## src/rtl/instruction_fetch_unit.sv

```systemverilog
// ---------------------------------------------------------------------------
// instruction_fetch_unit
//
// Front end of the core. Owns the program counter, drives it straight into a
// combinational instruction ROM, and captures each returned word together
// with its address into a small prefetch FIFO. The FIFO head is offered to
// the decoder over a valid/ready handshake. Redirects (branch/call targets)
// flush the FIFO and reload the PC; Halt stops fetching but lets the FIFO
// drain.
//
// Handshake: the head transfers on any rising edge where InstValid and
// InstReady are both high. InstValid never depends on InstReady. InstOut and
// InstPC are meaningful only while InstValid is high. A transfer coinciding
// with RedirectValid is discarded along with the rest of the FIFO.
//
// Ports:
//   clk                 core clock
//   async_rst_n         asynchronous active-low reset (synchronous release)
//   InstructionAddress  address to the ROM, always equal to the PC register
//   InstructionIn       ROM word for InstructionAddress, same cycle
//   RedirectValid       load RedirectTarget into the PC and flush the FIFO
//   RedirectTarget      new PC value
//   Halt                stop fetching; queued entries still drain
//   InstValid           FIFO head is valid
//   InstReady           decoder accepts the head
//   InstOut             head instruction word
//   InstPC              address of the head instruction
//   FetchCount          (only with FETCH_PERF_COUNT_EN) accepted-pop counter
//
// Optional feature macro: FETCH_PERF_COUNT_EN adds the FetchCount output, a
// 16-bit wrapping count of instructions accepted by the decoder. It survives
// redirects and clears only on reset.
// ---------------------------------------------------------------------------
module instruction_fetch_unit #(
  parameter int          FIFO_DEPTH = 4,
  parameter logic [15:0] RESET_PC   = 16'h0000
) (
  input  logic        clk,
  input  logic        async_rst_n,
  output logic [15:0] InstructionAddress,
  input  logic [15:0] InstructionIn,
  input  logic        RedirectValid,
  input  logic [15:0] RedirectTarget,
  input  logic        Halt,
  output logic        InstValid,
  input  logic        InstReady,
  output logic [15:0] InstOut,
  output logic [15:0] InstPC
`ifdef FETCH_PERF_COUNT_EN
  ,
  output logic [15:0] FetchCount
`endif
);

  localparam int PW = $clog2(FIFO_DEPTH);
  localparam int CW = PW + 1;

  typedef enum logic {
    RUN    = 1'b0,
    HALTED = 1'b1
  } fetchState_t;

  // State is kept as a named enum so checkers can bind to fetchState.
  fetchState_t fetchState;
  fetchState_t nextState;
  logic        fetchEnable;

  logic [15:0]   pc;
  logic [15:0]   memPc   [FIFO_DEPTH];
  logic [15:0]   memData [FIFO_DEPTH];
  logic [PW-1:0] rdPtr;
  logic [PW-1:0] wrPtr;
  logic [CW-1:0] count;
  logic          pop;
  logic          push;

  // ---------------- FSM: state register ----------------
  always_ff @(posedge clk or negedge async_rst_n) begin
    if (!async_rst_n) fetchState <= RUN;
    else              fetchState <= nextState;
  end

  // ---------------- FSM: next state ----------------
  // Halt alone decides the state; a redirect never changes it.
  always_comb begin
    nextState = fetchState;
    unique case (fetchState)
      RUN:     if (Halt)  nextState = HALTED;
      HALTED:  if (!Halt) nextState = RUN;
      default: nextState = RUN;
    endcase
  end

  // ---------------- FSM: outputs ----------------
  always_comb begin
    fetchEnable = 1'b0;
    unique case (fetchState)
      RUN:     fetchEnable = 1'b1;
      HALTED:  fetchEnable = 1'b0;
      default: fetchEnable = 1'b0;
    endcase
  end

  // ---------------- Datapath ----------------
  assign InstValid          = (count != '0);
  assign InstOut            = memData[rdPtr];
  assign InstPC             = memPc[rdPtr];
  assign InstructionAddress = pc;

  // A full FIFO may still accept a push when the head leaves in the same
  // cycle. Halt blocks the push already in the cycle it is first raised.
  assign pop  = InstValid & InstReady;
  assign push = fetchEnable & ~Halt & ~RedirectValid &
                ((count < CW'(FIFO_DEPTH)) | pop);

  always_ff @(posedge clk or negedge async_rst_n) begin
    if (!async_rst_n) begin
      pc    <= RESET_PC;
      rdPtr <= '0;
      wrPtr <= '0;
      count <= '0;
      for (int i = 0; i < FIFO_DEPTH; i++) begin
        memPc[i]   <= '0;
        memData[i] <= '0;
      end
    end else if (RedirectValid) begin
      // Flush: storage is left as is, only the pointers and count reset.
      pc    <= RedirectTarget;
      rdPtr <= '0;
      wrPtr <= '0;
      count <= '0;
    end else begin
      if (push) begin
        memPc[wrPtr]   <= pc;
        memData[wrPtr] <= InstructionIn;
        wrPtr          <= wrPtr + 1'b1;
        pc             <= pc + 16'd1;
      end
      if (pop) rdPtr <= rdPtr + 1'b1;
      unique case ({push, pop})
        2'b10:   count <= count + 1'b1;
        2'b01:   count <= count - 1'b1;
        default: count <= count;
      endcase
    end
  end

`ifdef FETCH_PERF_COUNT_EN
  always_ff @(posedge clk or negedge async_rst_n) begin
    if (!async_rst_n)               FetchCount <= '0;
    else if (pop && !RedirectValid) FetchCount <= FetchCount + 16'd1;
  end
`endif

endmodule

```

## config.mk

```make
export PLATFORM = sky130hd
export DESIGN_NAME = instruction_fetch_unit
export DESIGN_NICKNAME = d
export VERILOG_FILES = /design/src/rtl/instruction_fetch_unit.sv
export SDC_FILE = /design/constraint.sdc
export NUM_CORES = 1
export LEC_CHECK = 0
export BUFFER_PORTS_ARGS = -buffer_cell sky130_fd_sc_hd__buf_4
export CAP_MARGIN = 0
export CORE_MARGIN = 2
export CORE_UTILIZATION = 55
export DETAILED_ROUTE_END_ITERATION = 16
export PLACE_DENSITY_LB_ADDON = 0.2
export SETUP_SLACK_MARGIN = 0.4
export SLEW_MARGIN = 10
export SYNTH_ARGS = -nofsm -noshare
export SYNTH_HDL_FRONTEND = slang
export SYNTH_SLANG_ARGS = --single-unit
```

## constraint.sdc

```tcl
create_clock -name clk -period 2.6 [get_ports clk]
set_input_delay 0.52 -clock clk [delete_from_list [all_inputs] [get_ports clk]]
set_output_delay 0.52 -clock clk [all_outputs]
set_load 0.01 [all_outputs]
```

==> results of run 1 <==
## registers in the layout, indices dropped and copies added (netlist names)
register / flops
wrPtr: 2
memPc: 64
rdPtr: 2
fetchState: 1
count: 3
memData: 64
InstructionAddress: 16
## metal layers
metal / part of all wire / GRT usage / vias up
li1: - / - / 1887
met1: 0.46 / 0.315 / 2229
met2: 0.48 / 0.342 / 112
met3: 0.045 / 0.0585 / 15
met4: 0.014 / 0.0727 / 0
met5: 0 / 0 / -
## timing repair
| item | in CTS | in global routing |
|---|---|---|
| resized for setup | 3 | 1 |
| setup buffers | 1 | 4 |
| endpoints found under the setup margin | 31 | 32 |
## layout make-up
cell class	count	area, um2	share of cell area
Multi-Input combinational cell	278	3410	0.379
Clock inverter	6	108	0.0120
Timing Repair Buffer	107	893	0.0992
Inverter	5	18.8	0.00208
Tap cell	176	220	0.0245
Sequential cell	152	3810	0.423
Clock buffer	26	539	0.0599
## how the worst min path moves through the flow
stage                      from                     to  slack (ns)  depth (start not counted)
floorplan           async_rst_n  InstructionAddress[0]        0.22                          0
global placement      memPc[17]              memPc[17]        0.48                          1
detailed placement    memPc[17]              memPc[17]        0.49                          1
CTS                 async_rst_n            memData[56]        0.10                          1
global route        async_rst_n            memData[26]        0.13                          1
finish              async_rst_n            memData[26]        0.08                          1
## through the flow
step	hold slack [ns]	setup slack (ns)	utilization	total power, mW	instance area, um2
6_report	0.0791	0.289	0.680	8.78	9000
5_1_grt	0.126	0.240	0.680	9.21	9000
4_1_cts	0.103	0.224	0.677	8.85	8970
3_5_place_dp	0.489	0.310	0.627	6.15	8300
3_3_place_gp	0.483	0.326	0.627	6.06	8300
2_1_floorplan	0.224	0.365	-	5.07	7440
## cells by family after synthesis
kind of cell	after synthesis
xor gates and xnor gates	11
AOI/OAI and AO/OA	25
adders and majority gates	6
DFF	152
buffers and inverters	34
and+or+nand+nor	69
muxes	167
## Yosys cell counts, drive strengths merged (2+ instances only)
cell    number  area share
dfrtp      152        0.51
clkbuf      11      0.0056
mux2       129        0.26
and3         4      0.0034
o31ai        3      0.0030
ha           5      0.0084
mux2i        6      0.0081
nor2        13      0.0066
nor3         4      0.0042
xnor2        2      0.0024
buf         18       0.022
or3          5      0.0042
a21boi       2      0.0020
nand3        5      0.0034
nand4        6      0.0059
and2         2      0.0017
nor2b        2      0.0017
or4          3      0.0030
xor2         9       0.012
mux4        32       0.097
a31oi        7      0.0059
nand2       21       0.015
inv          5      0.0025
o21ai       12      0.0081
## power groups by stage
stage	Clock, mW	Combinational, mW	Sequential (mW)
global placement	0	2.72	3.34
CTS	2.69	2.81	3.35
global route	2.80	3.00	3.42
floorplan	0	1.86	3.21
detailed placement	0	2.78	3.36
finish	2.65	2.80	3.34
## worst max-delay path: cells and delay by family (launching register included)
kind / cells / cell delay, ns
DFF: 1 / 0.43
muxes: 1 / 0.56
buffers and inverters: 2 / 0.38
==> reports/results.txt, run 1 <==
MaxCap Viol Count: 0
RR Startpoint: InstructionAddress[5]
Die X: 120 um
Gr usage total: 0.223
Crit path max-delay cell type: mux4_2
Hpwl dp: 9420 um
Antenna cells: 0
Crit Path Max Fanout: 16
Post-Route WL: 14700 um
Global-route wire length before repair: 24700 um
Grt ovf: 0
CTS sink cnt: 152
Setup TNS: 0 ns
Logic pwr share: 0.318
# port buffers: 85
P per Cell Area: 976 nW/um2
CP peak stage delay: 0.56 ns
TritonRoute pass-1 iters: 4
Layout Cells excl Fill: 750
Clock share of power: 0.301
Final Hold Viols: 0
Simple-gate area share of the yosys netlist: 0.0528
Root Buffer: clkbuf_16
P&R area growth vs syn: 21.0%
Cell-internal power: 6.45 mW
CP endpoint kind: output pin
Post-Place Cells: 713
Least-Margin Pin Slew: 0.653 ns
RR Endpoint: InstructionAddress[15]
Register area share after synthesis: 0.511
Startpoint Class: register
Critical Path, Cell by Cell: buf_12 -> mux4_2 -> buf_4
Minimum clock period: 2.31 ns
Fin nets: 604
Crit share post-route: 0.889
Max-slew violation count: 0
Setup crit start: rdPtr[0]
Post-route DRC violation count: 0
Kind of critical path: reg2out
Adder-Cell Fraction of Synth Area: 0.0111
Worst reg2reg path depth: 4
WP data required: 2.08 ns
Clk_lat worst skew: 0.42 ns
Largest net degree at the start of global routing: 68
Top FF cell, synth: dfrtp_1
Synthesized area per cell: 16.0 um2
Die ar.: 14500 um2
Routed Antenna Nets: 0
Vias per cell: 5.66
Most frequent cells in the layout: 150 x dfrtp_1, 120 x mux2_4, 97 x buf_4
Mux cell area share after synthesis: 0.361
Max-slew headroom: 0.565
Rows: 42
Share of layout cells above drive strength 1: 0.542
Fillers: 942
YS warnings: 0
Register bit total from synthesis: 152
Asr flop ratio synth: 1.00
Gpl congestion: 0.801
P_sw: 2.33 mW
Register share of total power: 0.380
FMAX: 433 MHz
Clock Tree Buf Depth: 2
Worst path arrival time: 1.79 ns
Mapped Nets: 507
First DRT Iteration DRCs: 257
Initial antenna violation count: 0
Syn Inst Count: 464
Wire per inst: 19.7 um
Max IR drop VDD: 0.000557 V
Starting Density: 0.562
Sw frac: 0.266
Largest family of logic cells by synthesized area: multiplexers
Synth Area in Compound Gates: 0.0197
Most common cell after layout, fill and taps aside: dfrtp_1
Synth unique cells: 36
Post-CTS Hold Fix Bufs: 0
CTS tree: yes
FF-to-FF setup slack: 0.56 ns
Vias in the first global route: 4615
Hold crit path type: in2async
Leakage power: 4.54 nW
Die height: 120 um
Unrepaired setup endpoints after global routing: yes
XOR/XNOR Fraction of Synth Area: 0.0140
Status: complete, no violations
CTS clock-pin slew for the worst setup and hold paths: 0.06 ns
Worst Clk Skew: 0.00859 ns
Core Box Area: 13200 um2
I/O pin cnt: 86
DR vias: 4243
Critical Path End: InstPC[15]
Cts bufs inserted: 17
Number of enable flip-flop cells after synthesis: 0
Syn Std Cell Area: 7440 um2
Final Setup Violations: 0
H-tree Lvls: 4
(Power assumes the default switching activity.)
==> run 2: changes to the inputs <==
Settings changed: RECOVER_POWER set to 25.
==> run 2 against run 1 <==
The run now ends with max-capacitance violations, max-slew violations left; highest routed layer unchanged; design area decreased by 0.25%; largest cell class unchanged; sequential share of layout area is 0.11 points higher; wire length is essentially flat; worst hold slack gained 0.16 ns; clock-buffer cell count is the same; first-iteration DRC count down 7.0%; register-to-register slack about the same; combinational power is essentially flat; maximum frequency barely moved.
==> reports/results.txt, run 2 (synthesis results as in run 1) <==
Status: finished with violations
Failing checks: max-capacitance violations, max-slew violations
# port buffers: 85 (unchanged)
WP data required: 2.08 ns (about the same)
Starting Density: 0.562 (unchanged)
Setup TNS: 0 ns (unchanged)
Post-Place Cells: 713 (unchanged)
Vias per cell: 5.64 (-0.38%)
DR vias: 4227 (-0.38%)
Final instance area: 8980 um2 (-0.25%)
Final Hold Viols: 0 (unchanged)
H-tree Lvls: 4 (unchanged)
Register share of total power: 0.381 (about the same)
FMAX: 433 MHz (about the same)
Gpl congestion: 0.801 (unchanged)
Crit share post-route: 0.889 (about the same)
CTS sink cnt: 152 (unchanged)
Wire per inst: 19.7 um (about the same)
Cts bufs inserted: 17 (unchanged)
Most common cell after layout, fill and taps aside: dfrtp_1
Worst path arrival time: 1.79 ns (about the same)
Most frequent cells in the layout: 150 x dfrtp_1, 120 x mux2_4, 96 x buf_4
Largest net degree at the start of global routing: 68 (unchanged)
Hpwl dp: 9420 um (unchanged)
Least-Margin Pin Slew: 1.62 ns (+0.969 ns)
Die ar.: 14500 um2 (unchanged)
Antenna cells: 0 (unchanged)
CP endpoint kind: output pin
Final setup margin: 0.288 ns (-0.00107 ns)
Crit Path Max Fanout: 16 (unchanged)
TritonRoute pass-1 iters: 4 (unchanged)
Leakage power: 4.53 nW (-0.23%)
Startpoint Class: register
Vias in the first global route: 4615 (unchanged)
P&R area growth vs syn: 20.7%
Minimum clock period: 2.31 ns (+0.00107 ns)
Root Buffer: clkbuf_16
Unrepaired setup endpoints after global routing: yes
Max IR drop VDD: 0.000557 V (about the same)
Share of layout cells above drive strength 1: 0.540 (-0.00174)
Post-Route WL: 14700 um (about the same)
P_sw: 2.33 mW (about the same)
Gr usage total: 0.223 (unchanged)
Final Setup Violations: 0 (unchanged)
Pre-CTS setup slack: 0.310 ns (unchanged)
Grt ovf: 0 (unchanged)
Fin nets: 604 (unchanged)
Core Box Area: 13200 um2 (unchanged)
Global-route wire length before repair: 24700 um (unchanged)
Worst Clk Skew: 0.00852 ns (-0.0000660 ns)
Cell-internal power: 6.45 mW (about the same)
Clock share of power: 0.301 (about the same)
Clk_lat worst skew: 0.42 ns (about the same)
CTS tree: yes
Sw frac: 0.266 (about the same)
CTS clock-pin slew for the worst setup and hold paths: 0.06 ns (about the same)
Logic pwr share: 0.318 (about the same)
Clock Tree Buf Depth: 2 (unchanged)
Die X: 120 um (unchanged)
Rows: 42 (unchanged)
MaxCap Viol Count: 1 (+1)
Layout Cells excl Fill: 750 (unchanged)
Routed Antenna Nets: 0 (unchanged)
Hold crit path type: in2reg
Max-slew violation count: 68 (+68)
Initial antenna violation count: 0 (unchanged)
Post-route DRC violation count: 0 (unchanged)
I/O pin cnt: 86 (unchanged)
Placement Cell Area: 8300 um2 (unchanged)
Die height: 120 um (unchanged)
Kind of critical path: reg2out
P per Cell Area: 978 nW/um2 (+0.22%)
Max-slew headroom: -0.0813 (-0.646)
First DRT Iteration DRCs: 239 (-7.0%)
run 2: cell types whose count changed in the layout (fill, tap and decap cells not counted):
cell,previous run,this run
clkbuf_2,0,1
clkbuf_4,0,1
buf_6,4,3
buf_4,97,96
clkbuf_1,1,2
buf_12,6,5
run 2: worst max-delay path: stages, from the launching register on:
cell     delay, ns
dfrtp_2       0.43
buf_12        0.20
mux4_2        0.56
buf_4         0.17
run 2: repair_timing:
item | in CTS | in global routing
gates resized for setup | 3 | 1
setup endpoints to repair | 31 | 32
buffers inserted | 1 | 4
hold endpoints to repair | 0 | 0
hold buffers | 0 | 0
run 2: power groups by stage:
stage                     clock, mW  combinational (mW)  sequential [mW]
after floorplan                   0                1.86             3.21
after global placement            0                2.72             3.34
after detailed placement          0                2.78             3.36
after CTS                      2.69                2.81             3.35
after global routing           2.80                2.99             3.42
final                          2.65                2.79             3.34
run 2: per-stage QoR:
step,total power [mW],util,hold slack (ns)
6_report,8.78,0.678,0.241
3_3_place_gp,6.06,0.627,0.483
2_1_floorplan,5.07,-,0.224
3_5_place_dp,6.15,0.627,0.489
4_1_cts,8.85,0.677,0.103
5_1_grt,9.21,0.678,0.230
run 2: final cells by class:
| cell class | count | area (um2) |
|---|---|---|
| Clock inverter | 6 | 108 |
| Sequential cell | 152 | 3810 |
| Inverter | 5 | 18.8 |
| Clock buffer | 26 | 539 |
| Timing Repair Buffer | 107 | 871 |
| Tap cell | 176 | 220 |
| Multi-Input combinational cell | 278 | 3410 |
| Fill cell | 947 | 4260 |
run 2: path summary, 6_finish.rpt:
check	cells past startpoint	from	slack, ns	endpoint
min reg2reg	1	memPc[17]	0.50	memPc[17]
max reg2reg	4	InstructionAddress[5]	0.56	InstructionAddress[15]
max	3	rdPtr[0]	0.29	InstPC[15]
min	1	Halt	0.24	fetchState
max in group asynchronous	2	async_rst_n	0.58	rdPtr[1]
min in group asynchronous	1	async_rst_n	0.50	memData[26]
run 2: routing by layer:
layer | vias to the layer above | global-route usage | routed length (um)
met1 | 2222 | 0.315 | 6920
met2 | 105 | 0.342 | 7010
met3 | 15 | 0.0585 | 608
li1 | 1885 | - | -
met5 | - | 0 | 0
met4 | 0 | 0.0727 | 212
==> run 3: changes to the inputs <==
--- a/config.mk
+++ b/config.mk
@@ -7,2 +7,3 @@
 export LEC_CHECK = 0
+export ABC_AREA = 1
 export BUFFER_PORTS_ARGS = -buffer_cell sky130_fd_sc_hd__buf_4
--- a/constraint.sdc
+++ b/constraint.sdc
@@ -3,2 +3,2 @@
 set_output_delay 0.52 -clock clk [all_outputs]
-set_load 0.01 [all_outputs]
+set_load 0.1 [all_outputs]
==> run 3 against run 2 <==
The flow still finishes with violations (max-capacitance violations, max-slew violations); first-iteration DRC count up 140%; clock-buffer cell count is 1 higher; flip-flop and latch count did not move; maximum frequency rose by 0.18%; sequential share of layout area decreased by 1.5 points; register-to-register slack improved by 0.02 ns; clock skew rose by 0.00067 ns; design area is 3.5% higher; setup slack better by 0.0042 ns; critical path type unchanged; highest routed layer unchanged.
==> reports/results.txt, run 3 <==
Least-Margin Pin Slew: 1.53 ns (-0.0968 ns)
Failing checks: max-capacitance violations, max-slew violations
Clock Tree Buf Depth: 2 (unchanged)
Status: finished with violations
P_sw: 4.60 mW (+97%)
H-tree Lvls: 4 (unchanged)
Sw frac: 0.440 (+0.174)
CP peak stage delay: 0.49 ns (-0.07 ns)
Hpwl dp: 11700 um (+24%)
Final Hold Viols: 0 (unchanged)
CTS clock-pin slew for the worst setup and hold paths: 0.06 ns (about the same)
Post-synth top area cell: dfrtp_1
Core Box Area: 12700 um2 (-4.3%)
Die height: 118 um (-1.7%)
Final hold slack: 0.240 ns (-0.000610 ns)
Number of enable flip-flop cells after synthesis: 0 (unchanged)
Share of layout cells above drive strength 1: 0.231 (-0.309)
Max IR drop VDD: 0.000457 V (-18%)
Cts bufs inserted: 17 (unchanged)
MaxCap Viol Count: 1 (unchanged)
Cell with the most instances after synthesis: nand2_1
# port buffers: 85 (unchanged)
Crit Path Max Fanout: 16 (unchanged)
Worst path arrival time: 1.79 ns (about the same)
Area share of the largest cell type after synthesis: 0.530 (+0.0189)
Largest net degree at the start of global routing: 60 (-12%)
YS warnings: 0 (unchanged)
Leakage power: 4.35 nW (-4.0%)
P&R area growth vs syn: 29.6%
Vias per cell: 5.77 (+2.3%)
Register share of total power: 0.301 (-0.080)
Most frequent cells in the layout: 196 x nand2_1, 151 x dfrtp_1, 146 x o21ai_1
Finished Core Util: 0.734 (+0.0557)
CP top delay family: buffers and inverters
Post-CTS Hold Fix Bufs: 0 (unchanged)
Startpoint Class: register
Most common cell after layout, fill and taps aside: nand2_1
Top FF cell, synth: dfrtp_1
Max-slew headroom: -0.0167 (+0.0645)
First DRT Iteration DRCs: 585 (+140%)
Synth unique cells: 30 (-17%)
Logic pwr share: 0.486 (+0.168)
Vias in the first global route: 6194 (+34%)
CTS sink cnt: 152 (unchanged)
Clock share of power: 0.213 (-0.088)
Register bit total from synthesis: 152 (unchanged)
Unrepaired setup endpoints after global routing: yes
Buffers & Inverters on Critical Path: 3 (+1)
Cell-internal power: 5.85 mW (-9.3%)
Max-slew violation count: 60 (-12%)
DR vias: 6241 (+48%)
Synth top area cells: dfrtp_1 53%, nand2_1 10%, o21ai_1 7.4%
Final instance area: 9300 um2 (+3.5%)
Register area share after synthesis: 0.530 (+0.0189)
Gpl congestion: 0.911 (+14%)
CTS tree: yes
Die X: 118 um (-1.7%)
Final Setup Violations: 0 (unchanged)
Rows: 41 (-2.4%)
Clk_lat worst skew: 0.43 ns (about the same)
Gr usage total: 0.278 (+0.0553)
TritonRoute pass-1 iters: 5 (+1)
Minimum clock period: 2.31 ns (-0.00420 ns)
Initial antenna violation count: 0 (unchanged)
Post-route DRC violation count: 0 (unchanged)
Grt ovf: 0 (unchanged)
Kind of critical path: reg2out
Root Buffer: clkbuf_16
Post-Route WL: 18900 um (+28%)
Mapped Nets: 864 (+70%)
Synthesized area per cell: 8.74 um2 (-45%)
Syn Std Cell Area: 7170 um2 (-3.6%)
Antenna cells: 0 (unchanged)
Setup TNS: 0 ns (unchanged)
Worst Clk Skew: 0.00919 ns (+0.000668 ns)
WP data required: 2.08 ns (about the same)
FMAX: 433 MHz (+0.18%)
Top post-synthesis cells by count: 196 x nand2_1, 152 x dfrtp_1, 106 x o21ai_1
Asr flop ratio synth: 1.00 (unchanged)
Wire per inst: 17.5 um (-11%)
CP endpoint kind: output pin
Fin nets: 942 (+56%)
Syn Inst Count: 821 (+77%)
P per Cell Area: 1120 nW/um2 (+15%)
Global-route wire length before repair: 31100 um (+26%)
Critical Path, Cell by Cell: inv_4 -> clkbuf_16 -> o21ai_0 -> o22ai_2 -> buf_12
Crit share post-route: 0.888 (-0.00161)
Starting Density: 0.566 (+0.00441)
I/O pin cnt: 86 (unchanged)
Hold crit path type: in2reg
Die ar.: 14000 um2 (-3.5%)
Routed Antenna Nets: 0 (unchanged)
Crit path max-delay cell type: dfrtp_2
Placement Cell Area: 8280 um2 (-0.27%)
run 3: cell count changes after synthesis, moves of 12 or more:
cell | previous run | this run
buf_6 | 12 | 24
mux2_4 | 120 | 0
nor2_1 | 13 | 82
nand2_1 | 17 | 196
o22ai_1 | 0 | 32
inv_1 | 5 | 41
nand3_1 | 5 | 20
o21ai_2 | 0 | 24
o21ai_0 | 12 | 71
o21ai_1 | 0 | 106
mux4_2 | 32 | 0
run 3: final cells by class:
class	count	area (um2)
inverters	44	168
well taps	172	215
repair buffers	107	1290
flip-flops and latches	152	3800
clock inverters	3	15.0
multi-input cells	577	3290
fillers	894	3370
clock buffers	27	513
run 3: worst paths after layout:
check                       startpoint           to  slack [ns]  cells after the start
setup / recovery              rdPtr[0]   InstPC[10]        0.29                      5
setup reg to reg            fetchState     count[2]        0.58                     10
hold reg to reg              memPc[43]    memPc[43]        0.48                      2
hold / removal                    Halt   fetchState        0.24                      1
min in group asynchronous  async_rst_n  memData[51]        0.46                      1
max in group asynchronous  async_rst_n    memPc[30]        0.56                      2
run 3: kinds of logic after synthesis:
group,Yosys count,synth area share
AO/OA/AOI/OAI,251,0.198
XOR/XNOR,4,0.00488
adder cells (fa/ha/maj),6,0.0115
buffers and inverters,92,0.0761
flip-flops,152,0.530
AND/OR/NAND/NOR,316,0.179
run 3: metal layers:
metal / share of wire / wire [um] / track usage
met2: 0.50 / 9400 / 0.444
met1: 0.42 / 8010 / 0.384
met5: 0 / 0 / 0
met3: 0.067 / 1270 / 0.0521
met4: 0.014 / 265 / 0.0964
run 3: power groups by stage:
| stage | sequential [mW] | clock, mW | combinational (mW) |
|---|---|---|---|
| after floorplan | 3.27 | 0 | 3.31 |
| after global placement | 3.12 | 0 | 4.21 |
| after detailed placement | 3.15 | 0 | 4.30 |
| after CTS | 3.11 | 2.25 | 4.81 |
| after global routing | 3.20 | 2.35 | 5.31 |
| final | 3.14 | 2.22 | 5.08 |
run 3: through the flow:
step	instances	setup slack, ns	power [mW]
after global routing	1082	0.153	10.9
after CTS	1080	0.293	10.2
after global placement	1048	0.392	7.33
after detailed placement	1048	0.273	7.44
final	1082	0.292	10.4
after floorplan	821	0.241	6.58
run 3: what timing repair did:
item | in CTS | in global routing
gates cloned | 0 | 2
endpoints found under the setup margin | 32 | 33
resized for setup | 93 | 68
buffers inserted | 2 | 0
